### config.mk
export PLATFORM = sky130hd
export DESIGN_NAME = store_drain_buffer
export DESIGN_NICKNAME = d
export VERILOG_FILES = /design/src/rtl/store_drain_buffer.sv
export SDC_FILE = /design/constraint.sdc
export NUM_CORES = 1
export LEC_CHECK = 0
export ABC_AREA = 1
export CAP_MARGIN = 0
export CELL_PAD_IN_SITES_DETAIL_PLACEMENT = 1
export CELL_PAD_IN_SITES_GLOBAL_PLACEMENT = 1
export CORE_AREA = 2 2 236 238
export CTS_CLUSTER_DIAMETER = 30
export DETAILED_ROUTE_END_ITERATION = 7
export DIE_AREA = 0 0 238 240
export PLACE_DENSITY = 0.82
export SLEW_MARGIN = 20
export SYNTH_ARGS = -nofsm -noshare
export SYNTH_HDL_FRONTEND = slang
export SYNTH_SLANG_ARGS = --single-unit
### constraint.sdc
create_clock -name clk_i -period 5.3 [get_ports clk_i]
set_clock_uncertainty 0.15 [all_clocks]
set_input_delay 1.06 -clock clk_i [delete_from_list [all_inputs] [get_ports clk_i]]
set_output_delay 1.06 -clock clk_i [all_outputs]
set_load 0.01 [all_outputs]
### src/rtl/store_drain_buffer.sv
// Retire-side store drain buffer: queues committed stores in order and writes them to
// data memory one at a time over a req/ack handshake, with byte strobes and lane-aligned data.
// Optional load forwarding CAM enabled by defining STORE_FWD_EN; otherwise loads stall until drained.
module store_drain_buffer #(
    parameter int unsigned ADDR_WIDTH = 32,
    parameter int unsigned DATA_WIDTH = 32,
    parameter int unsigned FIFO_DEPTH = 8
) (
    input  logic                          clk_i,
    input  logic                          rst_ni,
    input  logic                          commit_valid_i,
    output logic                          commit_ready_o,
    input  logic [ADDR_WIDTH-1:0]         commit_addr_i,
    input  logic [DATA_WIDTH-1:0]         commit_data_i,
    input  logic [2:0]                    commit_funct3_i,
    output logic                          mem_req_o,
    input  logic                          mem_ack_i,
    output logic [ADDR_WIDTH-1:0]         mem_addr_o,
    output logic [DATA_WIDTH-1:0]         mem_wdata_o,
    output logic [DATA_WIDTH/8-1:0]       mem_wstrb_o,
    input  logic [ADDR_WIDTH-1:0]         ld_addr_i,
    output logic                          fwd_hit_o,
    output logic [DATA_WIDTH-1:0]         fwd_data_o,
    output logic                          fwd_stall_o,
    output logic                          sb_empty_o,
    output logic [$clog2(FIFO_DEPTH):0]   sb_count_o
);

    localparam int unsigned PtrW  = $clog2(FIFO_DEPTH);
    localparam int unsigned CntW  = PtrW + 1;
    localparam int unsigned StrbW = DATA_WIDTH / 8;

    typedef enum logic [0:0] {StIdle, StIssue} state_e;

    state_e              state_q, state_d;
    logic [PtrW-1:0]     head_q, head_d, tail_q, tail_d;
    logic [CntW-1:0]     count_q, count_d;

    // Entries hold the word address plus already lane-aligned data/strobes.
    logic [ADDR_WIDTH-1:0] ent_addr_q  [FIFO_DEPTH];
    logic [DATA_WIDTH-1:0] ent_wdata_q [FIFO_DEPTH];
    logic [StrbW-1:0]      ent_wstrb_q [FIFO_DEPTH];
    logic                  ent_word_q  [FIFO_DEPTH];

    logic                  full, push, pop;
    logic [DATA_WIDTH-1:0] push_wdata;
    logic [StrbW-1:0]      push_wstrb;
    logic                  push_word;

    assign full = (count_q == CntW'(FIFO_DEPTH));
    assign push = commit_valid_i && !full;
    assign pop  = (state_q == StIssue) && mem_ack_i;

    // Lane alignment of the incoming store by funct3 and low address bits.
    always_comb begin
        push_wstrb = '1;
        push_wdata = commit_data_i;
        push_word  = 1'b1;
        case (commit_funct3_i)
            3'b000: begin
                push_wstrb = StrbW'(1) << commit_addr_i[1:0];
                push_wdata = DATA_WIDTH'(commit_data_i[7:0]) << {commit_addr_i[1:0], 3'b000};
                push_word  = 1'b0;
            end
            3'b001: begin
                push_wstrb = StrbW'(2'b11) << {commit_addr_i[1], 1'b0};
                push_wdata = DATA_WIDTH'(commit_data_i[15:0]) << {commit_addr_i[1], 4'b0000};
                push_word  = 1'b0;
            end
            default: ;
        endcase
    end

    // Entry storage write on push; contents only matter while counted as valid.
    always_ff @(posedge clk_i) begin
        if (push) begin
            ent_addr_q[tail_q]  <= {commit_addr_i[ADDR_WIDTH-1:2], 2'b00};
            ent_wdata_q[tail_q] <= push_wdata;
            ent_wstrb_q[tail_q] <= push_wstrb;
            ent_word_q[tail_q]  <= push_word;
        end
    end

    // Pointer and occupancy next-state; pointers wrap naturally at the power-of-2 depth.
    always_comb begin
        head_d  = pop  ? head_q + 1'b1 : head_q;
        tail_d  = push ? tail_q + 1'b1 : tail_q;
        count_d = count_q;
        if (push && !pop) begin
            count_d = count_q + 1'b1;
        end else if (pop && !push) begin
            count_d = count_q - 1'b1;
        end
    end

    // State, pointer and counter registers.
    always_ff @(posedge clk_i or negedge rst_ni) begin
        if (!rst_ni) begin
            state_q <= StIdle;
            head_q  <= '0;
            tail_q  <= '0;
            count_q <= '0;
        end else begin
            state_q <= state_d;
            head_q  <= head_d;
            tail_q  <= tail_d;
            count_q <= count_d;
        end
    end

    // Drain FSM next state: stay in issue back-to-back while more than one entry remains.
    always_comb begin
        state_d = state_q;
        unique case (state_q)
            StIdle: begin
                if (count_q != '0) state_d = StIssue;
            end
            StIssue: begin
                if (mem_ack_i && count_q <= CntW'(1)) state_d = StIdle;
            end
            default: state_d = StIdle;
        endcase
    end

    // Drain FSM outputs: head entry presented only while a request is active.
    always_comb begin
        mem_req_o   = (state_q == StIssue);
        mem_addr_o  = '0;
        mem_wdata_o = '0;
        mem_wstrb_o = '0;
        if (mem_req_o) begin
            mem_addr_o  = ent_addr_q[head_q];
            mem_wdata_o = ent_wdata_q[head_q];
            mem_wstrb_o = ent_wstrb_q[head_q];
        end
    end

    assign commit_ready_o = !full;
    assign sb_empty_o     = (count_q == '0) && (state_q == StIdle);
    assign sb_count_o     = count_q;

`ifdef STORE_FWD_EN
    logic [PtrW-1:0] fwd_idx;
    logic            unused_ld_lsb;

    assign unused_ld_lsb = ^ld_addr_i[1:0];

    // Scan oldest to youngest so the youngest matching valid entry decides.
    always_comb begin
        fwd_hit_o   = 1'b0;
        fwd_stall_o = 1'b0;
        fwd_data_o  = '0;
        fwd_idx     = '0;
        for (int unsigned k = 0; k < FIFO_DEPTH; k++) begin
            fwd_idx = head_q + PtrW'(k);
            if ((CntW'(k) < count_q) &&
                (ent_addr_q[fwd_idx][ADDR_WIDTH-1:2] == ld_addr_i[ADDR_WIDTH-1:2])) begin
                fwd_hit_o   = ent_word_q[fwd_idx];
                fwd_stall_o = !ent_word_q[fwd_idx];
                fwd_data_o  = ent_word_q[fwd_idx] ? ent_wdata_q[fwd_idx] : '0;
            end
        end
    end
`else
    logic unused_ld;

    assign unused_ld   = ^ld_addr_i;
    // Without forwarding, any buffered or in-flight store holds off loads.
    assign fwd_hit_o   = 1'b0;
    assign fwd_data_o  = '0;
    assign fwd_stall_o = !sb_empty_o;
`endif

endmodule
---- Word level (Yosys, flattened, before mapping) ----
Memory sizes are Yosys's and may differ from the RTL's.
Index checks and enable logic that the tools add are counted.
word-level totals
  bits in registers ....................... 11
  bits in latches ......................... 0
  RAM bits ................................ 528
  memory bits (read-only) ................. 0
  bits of input ports ..................... 103
  word-level logic and storage cells ...... 45
  memories ................................ 3
cells by class
  add/sub/neg operators ................... 4
  multiply operators ...................... 0
  divide/modulo/power cells ............... 0
  magnitude comparators ................... 1
  equality and inequality tests ........... 2
  shift operators ......................... 4
  multiplexer cells ....................... 12
  bitwise operators ....................... 1
  reductions and logical operators ........ 14
memories
  name         depth  width  rd ports  clocked after Yosys merged registers in  wr ports  line  text
  ent_wdata_q  8      32     1         0                                        1         41    logic [DATA_WIDTH-1:0] ent_wdata_q [FIFO_DEPTH];
  ent_addr_q   8      30     1         0                                        1         40    logic [ADDR_WIDTH-1:0] ent_addr_q [FIFO_DEPTH];
  ent_wstrb_q  8      4      1         0                                        1         42    logic [StrbW-1:0] ent_wstrb_q [FIFO_DEPTH];
operators by type and width
  kind                 number
  $mux 32              2
  $pmux 32 s2          1
  $shl 16x5->32        1
  $shl 8x5->32         1
  $mux 4               3
  $pmux 4 s2           1
  $add 3x1->3 const B  2
  $logic_and 1x1->1    6
  $add 4x1->4 const B  1
  $eq 4x4->1 const B   1
  $le 4x1->1 const B   1
  $logic_not 1->1      4
  $logic_not 4->1      1
  $mux 1               4
  $reduce_bool 4->1    1
  $shl 1x2->4 const A  1
  $shl 2x2->4 const A  1
  $sub 4x1->4 const B  1
  $eq 3x1->1 const B   1
  $logic_not 3->1      1
  $pmux 1 s2           1
  $reduce_bool 2->1    1
  $not 1->1            1

---- Depth between registers and ports, before layout ----
  depth in word-level cells ............... 7
  gate-level depth with buffers ........... 11

---- Worst setup path before layout ----
Ideal clock, no wire load.
  kind .................................... input to register
  start point ............................. in commit_valid_i
  end point ............................... mem ent_addr_q[0][0] (netlist name) (enable)
  arrival time ............................ 4.229 ns
  required time ........................... 4.660 ns
  path slack .............................. 0.431 ns
  cell stages on the path ................. 3
  path buffers ............................ 0
  cell sequence ........................... nand2_1 > or2_2 > nor2_1
between the ends
  cells in the longest elaborated chain, start to end .. 3
ends and longest elaborated chain
  what               line  text
  from (decl)        11    input logic commit_valid_i,
  $logic_and 1x1->1  51    assign push = commit_valid_i && !full;
  $mux 1             76    if (push) begin
  $mux 1             -
  to (decl)          40
Every way passes these cells.

---- Worst setup path in the final report ----
  start point ............................. reg head_q[1]
  end point ............................... out mem_wdata_o[26]
between the ends
  cells in the longest elaborated chain, start to end .. 2
ends and longest elaborated chain
  what                    line  text
  from (decl)             36    logic [PtrW-1:0] head_q, head_d, tail_q, tail_d;
  from (signal assigned)  100   head_q <= '0;
  from (signal assigned)  105   head_q <= head_d;
  $mem_v2 8x32            -
  $mux 32                 131   if (mem_req_o) begin
  to (decl)               19    output logic [DATA_WIDTH-1:0] mem_wdata_o,
Every way passes these cells.

==> flow_summary_export.csv <==
group,metric,value,unit
critical_path,critPathCapture,"mem_wdata_o[26]",
sta,rsz0062_at_grt,"false",
sta,slew_headroom,0.2494,
detailed_routing,drc,0,
synthesis,synth_xor_area_frac,0.002159,
global_routing,grt-ovfl-total,0,
synthesis,synth-main-ff-cell,"edfxtp_1",
synthesis,yosysTopAreaCellShare,0.6514,
clocking,postCtsHoldBufs,0,
place,dpl.hpwl,38330,um
place,place_area,0.02641,mm^2
synthesis,synth.area.top_cells,"edfxtp_1 65%, nand2_1 11%, inv_1 8.7%",
flow_run,cap_viol_max_count,0,
clocking,cts.clk_slew.worst_paths,0.05,ns
synthesis,synth_mux_area_frac,0,
outcome,status,"finished clean",
synthesis,mappedNetlistArea,0.02434,mm^2
synthesis,synthSimpleGateAreaFrac,0.2068,
detailed_routing,wl_per_cell,21.24,um
synthesis,syn_inst,2509,
synthesis,yosysTopAreaCell,"edfxtp_1",
critical_path,cp-end-kind,"output port",
cells_and_area,fillers,5861,
place,gp_congestion,0.8148,
cells_and_area,stdcell_area,0.03026,mm^2
clocking,postCtsSetupBuffers,0,
sta,worst_pin_slew,1.126,ns
detailed_routing,first_iter_violations,1306,
floorplanning,design.die.area,0.05712,mm^2
pwr,internal-power,12.41,mW
synthesis,synth_compound_area_frac,0.005244,
pwr,powerDensity,635.9,mW/mm^2
critical_path,required,4.09,ns
floorplanning,ios,212,
clocking,cts_buffers,112,
detailed_routing,num_vias,18199,
synthesis,ys_warn_count,0,
global_routing,grt_max_degree,138,
sta,setup_ws,0.6061,ns
floorplanning,dieWidth,238,um
critical_path,r2r_cells,7,
worst_hold_path,hp-class,"flip-flop to flip-flop",
cells_and_area,layout.nets,2789,
critical_path,worstSetupPathType,"flip-flop to output port",
pwr,p_clk_frac,0.371,
pwr,switching_share,0.3549,
sta,hold_viol,0,
critical_path,cp-start-kind,"flip-flop",
synthesis,syn_area_per_cell,9.700,um^2
critical_path,reg2reg_to,"ent_wdata_q[2][28]$_DFFE_PP_",
critical_path,path_max_fanout,52,
sta,finalSetupTns,0,ns
sta,min_period_over_period,0.8856,
clocking,insertion_delay,0.65,ns
floorplanning,die_h,240,um
sta,hold_ws,0.4069,ns
synthesis,yosysMostFrequentCell,"nand2_1",
sta,setup_violations,0,
floorplanning,core,0.05466,mm^2
clocking,cts_sinks,539,
synthesis,synthAdderAreaFrac,0.003085,
sta,finalMaxSlewViolations,0,
clocking,clockBufferDepth,3,
global_routing,grt_first_pass_wirelength,113000,um
synthesis,yosys_register_bits,539,
global_routing,antenna_found_initial,0,
synthesis,synthArstFlopShare,0.02041,
synthesis,synthTopCellsByCount,"718 x nand2_1, 564 x inv_1, 528 x edfxtp_1",
pwr,p_comb_frac,0.325,
pwr,switchingPower,6.829,mW
detailed_routing,vias_per_cell,5.231,
clocking,cts_root_buf,"clkbuf_16",
place,io_buffers,144,
detailed_routing,firstDrtPassIters,5,
pwr,leakage,13.65,nW
detailed_routing,ant_nets,0,
clocking,tritoncts,"done",
floorplanning,start_util,0.4452,
synthesis,synth_edf_count,528,
critical_path,worstPathArrival,3.48,ns
clocking,cts-resized-gates,0,
clocking,htree_levels,3,
global_routing,grt.total_usage,0.2621,
cells_and_area,final_layout_size_suffix_gt1_frac,0.08222,
synthesis,synth_seq_area_share,0.6628,
place,post-place-ws,1.167,ns
pwr,ir_drop,0.4778,mV
cells_and_area,area_growth,24.33,%
critical_path,r2r-start,"sb_count_o[0]$_DFFE_PN0P_",
sta,min_period,4.694,ns
floorplanning,fp-row-count,86,
critical_path,crit_start,"head_q[1]$_DFFE_PN0P_",
pwr,p_seq_frac,0.304,
global_routing,grt_pass1_vias,20340,
sta,fmax,213.0,MHz
critical_path,r2r_slack,2.21,ns
synthesis,synth_cell_types,24,
synthesis,synth_top_family_by_area,"simple AND/OR/NAND/NOR gates",
detailed_routing,routed_wl,73910,um
[kinds of logic after synthesis]
logic type / Yosys count
AND/OR/NAND/NOR: 1221
buffers and inverters: 714
flip-flops: 539
AO/OA/AOI/OAI: 22
XOR/XNOR: 6
adder cells (fa/ha/maj): 6
other: 1
[layer usage]
metal | GRT usage | wire (um)
met5 | 0 | 0
met4 | 0.1220 | 2793
met3 | 0.04466 | 4201
met2 | 0.4834 | 39130
met1 | 0.2956 | 27780
[power groups by stage]
stage	clock [mW]	combinational (mW)	sequential, mW
6_report	7.14	6.25	5.85
3_5_place_dp	0	6.11	5.91
2_1_floorplan	0	3.65	5.63
4_1_cts	7.21	6.31	5.86
5_1_grt	7.40	6.80	5.90
3_3_place_gp	0	5.84	5.87
[cell usage in the layout (no fill, tap or decap), types with 2 or more instances in the layout]
cell type        count
nand2_1            718
inv_1              564
edfxtp_1           528
nand3_1            342
nor2_1             147
clkdlybuf4s50_1    144
clkbuf_16          115
conb_1              35
clkinv_2            23
bufinv_16           18
buf_4               15
clkinvlp_4          14
clkinv_1            13
clkbuf_1            12
buf_12              11
o22ai_1              8
nor2_4               8
inv_6                8
dfrtp_1              7
o21ai_1              6
ha_1                 6
clkinv_4             6
o21ai_0              5
xor2_1               4
dfrtp_4              3
diode_2              2
xnor2_1              2
nand4_1              2
nor3_2               2
a21oi_2              2
[worst max-delay path: stages, from the launching register on]
cell and delay, ns:
dfrtp_4 0.67, inv_4 0.48, buf_12 0.36, nand3_1 0.15, nand3_1 0.12, nand2_1 0.08, nor2_1 0.31, clkdlybuf4s50_1 0.60
[area by class of cell]
class / instances / area (um^2) / share of cell area
clock inverters: 80 / 919.6 / 0.03039
flip-flops and latches: 539 / 16140 / 0.5335
well taps: 704 / 880.8 / 0.02911
multi-input cells: 1290 / 5479 / 0.1811
clock buffers: 127 / 2923 / 0.09659
repair buffers: 170 / 1774 / 0.05863
inverters: 567 / 2136 / 0.07058
diodes: 2 / 5.005 / 0.0001654
[state kept, by name, summed over array words and instances, names as in the netlist]
register,flops
mem_req_o,1
ent_wstrb_q,32
head_q,3
ent_addr_q,240
tail_q,3
ent_wdata_q,256
sb_count_o,4
[worst min path at each step]
stage,start,end,slack [ns],cells past startpoint
after global placement,tail_q[2]$_DFFE_PN0P_,tail_q[2]$_DFFE_PN0P_,0.36,1
final,tail_q[2]$_DFFE_PN0P_,tail_q[2]$_DFFE_PN0P_,0.41,1
after global routing,tail_q[0]$_DFFE_PN0P_,tail_q[0]$_DFFE_PN0P_,0.44,2
after CTS,tail_q[2]$_DFFE_PN0P_,tail_q[2]$_DFFE_PN0P_,0.41,1
after detailed placement,tail_q[2]$_DFFE_PN0P_,tail_q[2]$_DFFE_PN0P_,0.36,1
after floorplan,tail_q[2]$_DFFE_PN0P_,tail_q[2]$_DFFE_PN0P_,0.33,1
[stage by stage]
stage	instances	util	power (mW)
after CTS	3477	0.5535	19.38
after detailed placement	3270	0.4832	12.02
after global routing	3477	0.5535	20.10
after floorplan	2543	-	9.289
final	3479	0.5536	19.24
after global placement	3270	0.4832	11.71
Note: power is estimated with default switching activity, not from simulation.
